`src/rtl/dff_shift_reg.sv`:
```
// WIDTH-bit capture-enabled register with load, shift, rotate, arithmetic shift and clear.
// q, qn, shift_out and zero are all registered so they change together on one edge.
module dff_shift_reg #(
  parameter int unsigned       WIDTH     = 8,
  parameter logic [WIDTH-1:0]  RESET_VAL = '0
) (
  input  logic             clk,
  input  logic             rst_n,
  input  logic             cp,
  input  logic [2:0]       mode,
  input  logic [WIDTH-1:0] d,
  input  logic             sl_in,
  input  logic             sr_in,
  output logic [WIDTH-1:0] q,
  output logic [WIDTH-1:0] qn,
  output logic             shift_out,
  output logic             zero
);

  typedef enum logic [2:0] {
    M_HOLD = 3'b000,
    M_LOAD = 3'b001,
    M_SHL  = 3'b010,
    M_SHR  = 3'b011,
    M_ROL  = 3'b100,
    M_ROR  = 3'b101,
    M_ASR  = 3'b110,
    M_CLR  = 3'b111
  } mode_e;

  logic [WIDTH-1:0] q_nxt;
  logic             so_nxt;

  always_comb begin
    q_nxt  = q;
    so_nxt = shift_out;
    case (mode_e'(mode))
      M_HOLD: ;
      M_LOAD: q_nxt = d;
      M_SHL: begin
        q_nxt  = {q[WIDTH-2:0], sl_in};
        so_nxt = q[WIDTH-1];
      end
      M_SHR: begin
        q_nxt  = {sr_in, q[WIDTH-1:1]};
        so_nxt = q[0];
      end
      M_ROL: begin
        q_nxt  = {q[WIDTH-2:0], q[WIDTH-1]};
        so_nxt = q[WIDTH-1];
      end
      M_ROR: begin
        q_nxt  = {q[0], q[WIDTH-1:1]};
        so_nxt = q[0];
      end
      M_ASR: begin
        q_nxt  = {q[WIDTH-1], q[WIDTH-1:1]};
        so_nxt = q[0];
      end
      M_CLR: begin
        q_nxt  = '0;
        so_nxt = 1'b0;
      end
      default: ;
    endcase
  end

  // qn and zero are derived from the next value so they land with q, not after it
  always_ff @(posedge clk or negedge rst_n) begin
    if (!rst_n) begin
      q         <= RESET_VAL;
      qn        <= ~RESET_VAL;
      shift_out <= 1'b0;
      zero      <= (RESET_VAL == '0);
    end else if (cp) begin
      q         <= q_nxt;
      qn        <= ~q_nxt;
      shift_out <= so_nxt;
      zero      <= (q_nxt == '0);
    end
  end

endmodule

```
`config.mk`:
```
export PLATFORM = sky130hd
export DESIGN_NAME = dff_shift_reg
export DESIGN_NICKNAME = d
export VERILOG_FILES = /design/src/rtl/dff_shift_reg.sv
export SDC_FILE = /design/constraint.sdc
export NUM_CORES = 1
export LEC_CHECK = 0
export CAP_MARGIN = 15
export CORE_MARGIN = 10
export CORE_UTILIZATION = 25
export DETAILED_ROUTE_END_ITERATION = 10
export SLEW_MARGIN = 20
export SYNTH_ARGS = -nofsm -noshare
export SYNTH_HDL_FRONTEND = slang
export SYNTH_SLANG_ARGS = --single-unit
```
`constraint.sdc`:
```
create_clock -name clk -period 2.5 [get_ports clk]
set_input_delay 0.5 -clock clk [delete_from_list [all_inputs] [get_ports clk]]
set_output_delay 0.5 -clock clk [all_outputs]
set_load 0.01 [all_outputs]
```
==> impl_metrics.csv, run 1 <==
group,metric,value,unit
status,status,"finished clean",
detailed_routing,wirelength,3420,µm
global_route,grt_pass1_vias,1115,
power,p_seq_frac,0.395,
yosys,synth_top_area_frac,0.191,
clocking,htree_levels,1,
global_route,grt_pass1_wl,5840,µm
cells_and_area,finish.utilization,0.366,
detailed_routing,firstDrtPassIters,4,
timing,skew,4.34,ps
power,leakagePower,0.685,nW
floorplan,die_area,8160,µm²
floorplan,start_util,0.260,
clocking,path_clk_slew,70,ps
clocking,clk_latency,250,ps
yosys,synthAdderAreaFrac,0.0243,
run,cap_violations,0,
yosys,async_flop_share,1.00,
cells_and_area,final_common_cell,"clkdlybuf4s50_1",
power,p_switching,0.321,mW
cells_and_area,fin_cells,238,
yosys,netlist_area,1240,µm²
setup_path,critPathKind,"in -> reg",
power,clkPwrFrac,0.232,
placed_design,gp_congestion,0.897,
detailed_routing,vias,1117,
cells_and_area,drive_gt1_frac,0.181,
timing,tightest_slew,570,ps
setup_path,crit_required,2660,ps
min_path,holdCritPathClass,"reg -> reg",
cells_and_area,stdcell_area,1740,µm²
detailed_routing,antenna_left,0,
cells_and_area,areaGrowthSynthToFinish,40.4,%
timing,hold_viol_final,0,
yosys,ys_seq_area_frac,0.373,
power,power,1.02,mW
placed_design,io_buffers,33,
yosys,synth_flop_cell,"dfstp_2",
yosys,synth_edf_count,0,
cells_and_area,layout_common_cells,"33 x clkdlybuf4s50_1, 17 x a21oi_1, 13 x nor2_1, 9 x dfrtp_1, 9 x dfstp_2",
floorplan,core.rowCount,25,
timing,drv_slew,0,
clocking,cts_tree,"yes",
detailed_routing,wire_per_inst,14.3,µm
setup_path,critPathMaxStageDelay,500,ps
power,netSwitchingFraction,0.315,
floorplan,die_h,90.4,µm
timing,setup_tns,0,ps
yosys,synthMuxAreaShare,0.0556,
global_route,antenna_found_initial,0,
clocking,cts_sinks,18,
timing,fin_ws,269,ps
global_route,grtUsageMet2,0.122,
yosys,yosys-top-cells-area,"dfstp_2 19%, dfrtp_1 18%, a21oi_1 6.9%, nor2_1 3.9%, a221oi_2 3.6%",
yosys,synth_compound_area_frac,0.290,
power,irDropWorstVdd,0.000332,V
power,p_int,0.697,mW
timing,setup_viol,0,
global_route,track_usage,0.0864,
clocking,clockBufferDepth,2,
detailed_routing,drc_errors,0,
placed_design,hpwlAfterDp,2720,µm
clocking,cts_root_buffer,"clkbuf_8",
cells_and_area,diodes,0,
global_route,top_usage_layer,"met1",
power,powerDensity,586,nW/µm²
setup_path,critPathSlowestCell,"clkdlybuf4s50_1",
yosys,synth_top_family_by_area,"compound AO/OA/AOI/OAI gates",
timing,rsz0062_at_grt,"no",
clocking,post_cts_resized,0,
setup_path,cp_cell_sequence,"clkdlybuf4s50_1, buf_12, xnor2_1, mux2i_2, a221oi_4, nand2b_1, o2111ai_1, o41ai_2",
global_route,grt_use_met1,0.124,
yosys,syn_area_per_cell,9.10,µm²
setup_path,crit_fanout,26,
floorplan,die_x,90.4,µm
clocking,cts_made_buffers,3,
clocking,ctsHoldBuffers,0,
cells_and_area,nFillCells,528,
yosys,postSynthCellCount,136,
setup_path,setup.worst_path.start_class,"input port",
yosys,synth-seq-cells,18,
floorplan,io_pins,34,
yosys,synth.largest_area_cell,"dfstp_2",
setup_path,endpoint_kind,"flop",
floorplan,core_region_area,4750,µm²
yosys,ys_types,41,
placed_design,dp_slack,6.29,ps
cells_and_area,nNetsFinal,188,
placed_design,place_area,1680,µm²
timing,fin_crit_sh,0.892,
detailed_routing,initialDrtViolationCount,87,
clocking,post_cts.repair.setup_buffers,0,
yosys,yosysWarnings,0,
power,power_frac_comb,0.373,
detailed_routing,vias_per_cell,4.69,
yosys,synth-simple-area-share,0.149,
timing,finalCriticalPeriod,2230,ps
global_route,grt_max_degree,27,
yosys,synth_fp_nets,152,
global_route,gr-usage-met3,0.0175,
timing,relSlewSlack,0.619,
yosys,synth-xor-area-share,0.0273,
timing,clock.fmax,448,MHz
timing,holdWs,464,ps
global_route,grt-ovfl-total,0,
setup_path,crit_arrival,2390,ps
placed_design,placed_cells,234,
final timing paths:
check                              from     to  slack, ps  cells after the start
min in group asynchronous         rst_n   q[7]        570                      2
worst min register to register    qn[7]  qn[7]        460                      2
worst max-delay path            mode[0]   zero        270                      8
max in group asynchronous         rst_n  qn[6]       1680                      2
worst min-delay path              qn[7]  qn[7]        460                      2
worst max register to register     q[1]   zero        760                      6
per-layer routing:
metal	vias up	share of wire
met5	-	0
met1	513	0.52
met4	0	0.014
met3	5	0.052
li1	566	-
met2	33	0.42
critical path: cells and delay by family:
kind            cells  cell delay [ps]
compound gates      3              760
xor+xnor            1              150
buf+inv             2              680
mux                 1              150
simple gates        1              140
flip-flops by register name (all words and copies together) (netlist names):
signal,count
shift_out,1
qn,8
q,8
zero,1
power by group through the flow:
stage          registers (mW)  clock network (mW)  logic, mW
4_1_cts                 0.405               0.243      0.388
2_1_floorplan           0.420                   0      0.181
5_1_grt                 0.413               0.261      0.419
3_5_place_dp            0.410                   0      0.385
6_report                0.403               0.236      0.380
3_3_place_gp            0.409                   0      0.386
cells in the mapped netlist (all sizes together) (2+ instances only):
cell    count
a211oi      2
a21o        2
a21oi      17
a221oi      4
a31oi       2
and2        3
buf         7
clkbuf      3
dfrtp       9
dfstp       9
inv         9
maj3        3
mux2i       5
nand2       8
nand2b      3
nand3b      2
nor2       13
nor2b       2
nor3        3
o211ai      2
o21a        4
o21ai       9
o22ai       3
xnor2       2
cell families (layout without fill, tap and decap cells):
| kind of cell | after synthesis | after routing |
|---|---|---|
| AOI/OAI and AO/OA | 50 | 50 |
| and+or+nand+nor | 37 | 37 |
| DFF | 18 | 18 |
| xor gates and xnor gates | 3 | 3 |
| adders and majority gates | 3 | 3 |
| buffers and inverters | 19 | 54 |
| muxes | 6 | 6 |
layout make-up:
type                            instances  area, µm²  share of cell area
Clock buffer                            4       55.1              0.0317
Timing Repair Buffer                   41        428               0.246
Tap cell                               67       83.8              0.0482
Inverter                                9       33.8              0.0194
Sequential cell                        18        462               0.266
Multi-Input combinational cell         99        676               0.389
Note: power is estimated with default switching activity, not from simulation.
==> run 2: changes to the inputs <==
Settings changed: CTS_CLUSTER_SIZE from default to 20.
==> results of run 2 <==
The final DEF is identical to that of run 1; final timing and power are the same.
